`src/rtl/div_sched.sv`:
```
// Sequencing controller between EX and an iterative radix-2 divider core.
// Optional macro DIV_ZERO_FAST_EN: zero divisor bypasses the core and completes in one cycle.
module div_sched #(
    parameter int unsigned WIDTH      = 32,
    parameter int unsigned MAX_CYCLES = 40,
    parameter int unsigned CNT_W      = 6
) (
    input  logic               clk,
    input  logic               rst,
    input  logic               div_req_i,
    input  logic               div_signed_i,
    input  logic [WIDTH-1:0]   opdata1_i,
    input  logic [WIDTH-1:0]   opdata2_i,
    input  logic               flush_i,
    input  logic               hold_i,
    input  logic               core_ready_i,
    input  logic [2*WIDTH-1:0] core_result_i,
    output logic               core_start_o,
    output logic               core_signed_o,
    output logic [WIDTH-1:0]   core_op1_o,
    output logic [WIDTH-1:0]   core_op2_o,
    output logic               core_annul_o,
    output logic               stall_div_o,
    output logic               hilo_we_o,
    output logic [WIDTH-1:0]   hi_o,
    output logic [WIDTH-1:0]   lo_o,
    output logic               err_o,
    output logic [CNT_W-1:0]   cycles_o
);

    typedef enum logic [1:0] {StIdle, StBusy, StDone} state_e;

    state_e           state_q, state_d;
    logic             signed_q, signed_d;
    logic [WIDTH-1:0] op1_q, op1_d;
    logic [WIDTH-1:0] op2_q, op2_d;
    logic [WIDTH-1:0] hi_q, hi_d;
    logic [WIDTH-1:0] lo_q, lo_d;
    logic             err_q, err_d;
    logic [CNT_W-1:0] cnt_q, cnt_d;
    logic             stall_c;

    always_ff @(posedge clk or posedge rst) begin
        if (rst) begin
            state_q  <= StIdle;
            signed_q <= 1'b0;
            op1_q    <= '0;
            op2_q    <= '0;
            hi_q     <= '0;
            lo_q     <= '0;
            err_q    <= 1'b0;
            cnt_q    <= '0;
        end else begin
            state_q  <= state_d;
            signed_q <= signed_d;
            op1_q    <= op1_d;
            op2_q    <= op2_d;
            hi_q     <= hi_d;
            lo_q     <= lo_d;
            err_q    <= err_d;
            cnt_q    <= cnt_d;
        end
    end

    always_comb begin
        state_d      = state_q;
        signed_d     = signed_q;
        op1_d        = op1_q;
        op2_d        = op2_q;
        hi_d         = hi_q;
        lo_d         = lo_q;
        err_d        = err_q;
        cnt_d        = cnt_q;
        stall_c      = 1'b0;
        core_start_o = 1'b0;
        core_annul_o = 1'b0;
        hilo_we_o    = 1'b0;

        unique case (state_q)
            StIdle: begin
                if (div_req_i && !flush_i) begin
                    stall_c  = 1'b1;
                    signed_d = div_signed_i;
                    op1_d    = opdata1_i;
                    op2_d    = opdata2_i;
                    cnt_d    = '0;
`ifdef DIV_ZERO_FAST_EN
                    if (opdata2_i == '0) begin
                        hi_d    = opdata1_i;
                        lo_d    = '1;
                        state_d = StDone;
                    end else begin
                        state_d = StBusy;
                    end
`else
                    state_d  = StBusy;
`endif
                end
            end
            StBusy: begin
                core_start_o = 1'b1;
                stall_c      = 1'b1;
                if (cnt_q != '1) cnt_d = cnt_q + 1'b1;
                // Priority: flush, then core completion, then watchdog.
                if (flush_i) begin
                    core_annul_o = 1'b1;
                    state_d      = StIdle;
                end else if (core_ready_i) begin
                    hi_d    = core_result_i[2*WIDTH-1:WIDTH];
                    lo_d    = core_result_i[WIDTH-1:0];
                    state_d = StDone;
                end else if (cnt_q == CNT_W'(MAX_CYCLES)) begin
                    core_annul_o = 1'b1;
                    err_d        = 1'b1;
                    state_d      = StIdle;
                end
            end
            StDone: begin
                hilo_we_o = !hold_i && !flush_i;
                if (!hold_i || flush_i) state_d = StIdle;
            end
            default: state_d = StIdle;
        endcase
    end

    // The request-cycle stall is combinational from inputs, so mask it during reset.
    assign stall_div_o   = stall_c && !rst;
    assign core_signed_o = signed_q;
    assign core_op1_o    = op1_q;
    assign core_op2_o    = op2_q;
    assign hi_o          = hi_q;
    assign lo_o          = lo_q;
    assign err_o         = err_q;
    assign cycles_o      = cnt_q;

endmodule

```
`config.mk`:
```
export PLATFORM = sky130hd
export DESIGN_NAME = div_sched
export DESIGN_NICKNAME = d
export VERILOG_FILES = /design/src/rtl/div_sched.sv
export SDC_FILE = /design/constraint.sdc
export NUM_CORES = 1
export LEC_CHECK = 0
export CAP_MARGIN = 20
export CORE_MARGIN = 10
export CORE_UTILIZATION = 24
export CTS_CLUSTER_DIAMETER = 40
export CTS_CLUSTER_SIZE = 40
export DETAILED_ROUTE_END_ITERATION = 10
export GPL_TIMING_DRIVEN = 1
export PLACE_DENSITY = 0.53
export SYNTH_ARGS = -nofsm -noshare
export SYNTH_HDL_FRONTEND = slang
export SYNTH_SLANG_ARGS = --single-unit
export TNS_END_PERCENT = 50
```
`constraint.sdc`:
```
create_clock -name clk -period 5.14 [get_ports clk]
set_input_delay 1.028 -clock clk [delete_from_list [all_inputs] [get_ports clk]]
set_output_delay 1.028 -clock clk [all_outputs]
set_load 0.005 [all_outputs]
```
== Word-level counts from Yosys, hierarchy flattened ==
Index checks and enable logic that the tools add are counted.

* Equal/unequal tests: 8
* Add/sub/neg operators: 1
* Bitwise logic cells: 2
* Muxes and demuxes: 17
* Reduce and logical (&&, ||, !) cells: 14

{| class="wikitable"
|+ Operator list
! cell !! count
|-
| $mux 6 || 2
|-
| $pmux 6 s2 || 1
|-
| $mux 2 || 5
|-
| $reduce_and 3->1 || 3
|-
| $mux 1 || 7
|-
| $add 6x1->6 const B || 1
|-
| $eq 6x6->1 const B || 1
|-
| $ne 2x2->1 const B || 3
|-
| $ne 6x6->1 const B || 1
|-
| $pmux 2 s3 || 1
|-
| $ne 4x4->1 const B || 1
|-
| $reduce_and 4->1 || 1
|-
| $logic_and 1x1->1 || 3
|-
| $logic_not 1->1 || 3
|-
| $eq 2x1->1 const B || 1
|-
| $eq 2x2->1 const B || 1
|-
| $logic_not 2->1 || 1
|-
| $not 1->1 || 2
|-
| $pmux 1 s2 || 1
|-
| $reduce_and 2->1 || 1
|-
| $reduce_bool 2->1 || 1
|-
| $logic_or 1x1->1 || 1
|}

* Word-level logic and storage cells: 50
* Input port bits: 135
* Output and inout port bits: 140
* Register bits: 138

== Depth between registers and ports, before layout ==
* Depth in word-level cells: 5
* Gate-level depth with buffers: 7
* Mapped depth without buffers: 5

== Worst setup path after synthesis ==
No wires, ideal clock.

* Path kind: input -> output
* From: in flush_i
* To: out hilo_we_o
* Setup slack: 2.644 ns
* Arrival time: 1.468 ns
* Buffers on the path: 1
* Stages on the path: 2
* Required time: 4.112 ns
* Cell sequence: buf_6 nor4b_1

* Cells in the longest elaborated chain, start to end: 3

{| class="wikitable"
|+ Ends and longest elaborated chain
! what !! RTL line !! source
|-
| start, declared || 14 || <nowiki>input logic flush_i,</nowiki>
|-
| $logic_not 1->1 || 119 || <nowiki>hilo_we_o = !hold_i && !flush_i;</nowiki>
|-
| $logic_and 1x1->1 || 119 ||
|-
| $mux 1 || 79 || <nowiki>unique case (state_q)</nowiki>
|-
| end, declared || 24 || <nowiki>output logic hilo_we_o,</nowiki>
|}

Every way passes these cells.

== Worst setup path after layout ==
Ends and elaborated chain as after synthesis.

==> reports/results.tsv <==
stage	metric	value	unit
hold_path	Min-Delay Path Class	flip-flop to flip-flop	
finish	Diodes inserted	0	
synthesis	multiplexer area fraction after synthesis	14.0	%
synthesis	sequential area share after synthesis	64.4	%
routing	drt pass-1 iters	6	
timing	Final Cycle Share	68.8	%
setup_path	Worst EP arrival	2.51	ns
timing	fin. max-slew vios	0	
finish	filler instances	2113	
grt	antenna violations before repair	0	
power	Leakage	4.02	nW
synthesis	Synth Area per Inst	11.4	um2
setup_path	critical path's top delay family	buffers and inverters	
routing	Met3 Routed Length	2.03	mm
cts	Setup Buffers After CTS	0	
grt	Global Route Usage Sum	12.3	%
synthesis	largest family of logic cells by synthesized area	simple AND/OR/NAND/NOR gates	
finish	Area growth syn-to-layout	67.0	%
grt	number of global-route vias before repair	4723	
cts	root buffer cell	clkbuf_16	
floorplanning	Die H	169	um
routing	Routed WL per cell	17.5	um
setup_path	Worst EP required	4.11	ns
cts	H-tree depth	4	
timing	f_max	0.283	GHz
place	PortBufs	274	
grt	gr ovfl total	0	
power	switching pwr	1.00	mW
cts	clk sink count	138	
cts	Reg clk slew, reported paths	0.06	ns
synthesis	number of synthesis warnings	0	
setup_path	CP max-delay cell	clkdlybuf4s50_1	
timing	worst slew pin tran	0.853	ns
cts	maximum buffer depth of the clock tree	2	
floorplanning	I/O Pins	275	
floorplanning	floorplan row count	54	
power	Int Power	2.78	mW
grt	first-pass GRT wire length	27.9	mm
synthesis	Synth Area in Simple Gates	16.3	%
cts	CTS buffer count	17	
timing	max_slew headroom	43.2	%
synthesis	adder-cell share of the synthesized area	0.467	%
routing	WL met2	8.25	mm
finish	layout cell share with drive strength beyond 1	13.8	%
synthesis	register bit total from synthesis	138	
power	Clk network pwr share	31.2	%
timing	Fin Setup TNS	0	ns
routing	WL final	18.2	mm
floorplanning	core box area	21900	um2
setup_path	crit path capture type	primary output	
setup_path	CP Cell Sequence	clkdlybuf4s50_1 -> nor4b_1 -> clkdlybuf4s50_1	
cts	CTS tree	yes	
outcome	status	finished, final reports clean	
synthesis	Synth Area in Compound Gates	1.70	%
job	# Max-Cap Violations	0	
timing	Final min period	3.54	ns
setup_path	Buf/Inv on CP	2	
power	sequential power share	40.2	%
grt	largest net degree at the start of global routing	71	
power	Sw Share	26.5	%
floorplanning	Horiz. Die Dim	169	um
timing	Final Hold Viols	0	
power	Comb pwr share	28.6	%
routing	vias per cell	4.26	
cts	post-cts resize count	0	
routing	DR iter-0 viols	150	
timing	RSZ-0062 raised after global routing	false	
setup_path	CP Launch Type	input port	
power	Power Density	423	nW/um2
routing	residual antenna-violating net count after detailed routing	0	
timing	final setup fails	0	
routing	DR top layer	met4	
routing	DR DRC count	0	
place	pre-CTS WS	1.63	ns
finish	nets	880	
setup_path	Max stage delay on crit path	0.57	ns
timing	Worst Skew	0.00991	ns
place	routability cong.	0.799	
routing	Routed met1 length	7.61	mm
routing	total number of vias	4407	
synthesis	post-synthesis xor/xnor area fraction	0.327	%
synthesis	post-synthesis instance total	469	
floorplanning	Starting Density	24.5	%
timing	Final WS setup	1.60	ns
setup_path	crit path max fanout	9	
synthesis	Post-Syn Area	5360	um2
setup_path	cell mode on critical path	clkdlybuf4s50_1	
floorplanning	full die area	28700	um2
cts	hold_buf cts	0	
synthesis	Unique masters post-synth	31	
setup_path	critical path class	input port to primary output	
cts	worst skew pair latency	0.42	ns
power	Worst VDD drop	0.179	mV
synthesis	post-synth net total	606	
place	post-DP HPWL	13.7	mm
power	Total Power	3.79	mW
[kinds of logic (layout without fill, tap and decap cells)]
logic type / after synthesis / in the layout
XOR/XNOR: 2 / 2
multiplexers: 67 / 67
adder cells (fa/ha/maj): 2 / 2
AO/OA/AOI/OAI: 13 / 13
flip-flops: 138 / 138
AND/OR/NAND/NOR: 218 / 218
buffers and inverters: 29 / 315
[power by group through the flow]
stage                     Clock, mW  Sequential [mW]  Combinational (mW)
after floorplan                   0             1.54               0.309
after global placement            0             1.53                1.10
after detailed placement          0             1.54                1.11
after CTS                      1.22             1.53                1.12
after global routing           1.27             1.56                1.18
final                          1.18             1.52                1.08
[synth_stat cells]
cell | instances | area, um2
nor4b_1 | 1 | 8.76
a21o_1 | 1 | 7.51
nand3_1 | 2 | 10.0
nor2_1 | 1 | 3.75
nand2b_1 | 2 | 12.5
a32o_1 | 1 | 10.0
o21a_1 | 1 | 7.51
nor4b_2 | 1 | 15.0
a21oi_1 | 3 | 15.0
mux2i_1 | 2 | 20.0
xor2_1 | 2 | 17.5
nand3b_1 | 2 | 15.0
o211ai_1 | 1 | 7.51
a211o_1 | 1 | 8.76
or4b_1 | 1 | 10.0
clkbuf_1 | 9 | 33.8
buf_6 | 3 | 33.8
o211a_1 | 1 | 10.0
inv_1 | 5 | 18.8
buf_2 | 12 | 60.1
nand2_1 | 201 | 754
and4bb_2 | 1 | 12.5
ha_1 | 2 | 25.0
o22ai_1 | 1 | 6.26
nor3_1 | 3 | 15.0
dfrtp_1 | 138 | 3450
o41ai_1 | 1 | 8.76
o21ai_0 | 2 | 10.0
and3_1 | 1 | 6.26
mux2_2 | 65 | 732
nor4_1 | 2 | 12.5
[cell usage in the layout, fill, tap and decap left out, types with 2 or more instances in the layout]
| cell type | count |
|---|---|
| a21oi_1 | 3 |
| xor2_1 | 2 |
| inv_1 | 4 |
| nand3b_1 | 2 |
| mux2i_1 | 2 |
| mux2_2 | 65 |
| nor4_1 | 2 |
| nor3_1 | 3 |
| nand3_1 | 2 |
| inv_6 | 3 |
| buf_4 | 4 |
| clkinv_4 | 2 |
| ha_1 | 2 |
| clkinv_2 | 4 |
| clkbuf_16 | 17 |
| nand2_1 | 201 |
| nand2b_1 | 2 |
| clkbuf_8 | 3 |
| dfrtp_1 | 138 |
| clkdlybuf4s50_1 | 274 |
| o21ai_0 | 2 |
[layout make-up]
| type | instances | area (um2) | area share, % |
|---|---|---|---|
| inverters | 5 | 23.8 | 0.266 |
| clock buffers | 21 | 470 | 5.25 |
| clock inverters | 10 | 92.6 | 1.03 |
| repair buffers | 279 | 2790 | 31.2 |
| flip-flops and latches | 138 | 3450 | 38.6 |
| multi-input cells | 302 | 1770 | 19.8 |
| well taps | 280 | 350 | 3.91 |
[per-layer routing]
metal	up-vias	GRT usage, %
met5	-	0
met4	0	4.05
met3	17	6.30
met2	198	19.1
met1	2125	14.5
li1	2067	-
[through the flow]
| step | util, % | hold WS, ns | cells | instance area, um2 |
|---|---|---|---|---|
| final | 40.9 | 0.460 | 1035 | 8950 |
| after global routing | 40.9 | 0.497 | 1035 | 8950 |
| after floorplan | - | 0.451 | 469 | 5360 |
| after detailed placement | 38.3 | 0.451 | 1004 | 8390 |
| after CTS | 40.9 | 0.464 | 1035 | 8950 |
| after global placement | 38.3 | 0.451 | 1004 | 8390 |
[flip-flops by register name, summed over array words and instances, names as in the netlist]
name / cells
cycles_o: 6
err_o: 1
core_op2_o: 32
state_q: 2
core_signed_o: 1
lo_o: 32
hi_o: 32
core_op1_o: 32
[worst paths after layout]
path,depth (start not counted),slack (ns),start,endpoint
max,3,1.60,flush_i,hilo_we_o
min,1,0.46,err_o,err_o
max reg2reg,3,3.09,state_q[1],hi_o[28]
min reg2reg,1,0.46,err_o,err_o
max in group asynchronous,3,3.13,rst,hi_o[2]
min in group asynchronous,2,1.12,rst,core_op2_o[0]
No activity file was read; power rests on OpenSTA's default activity.
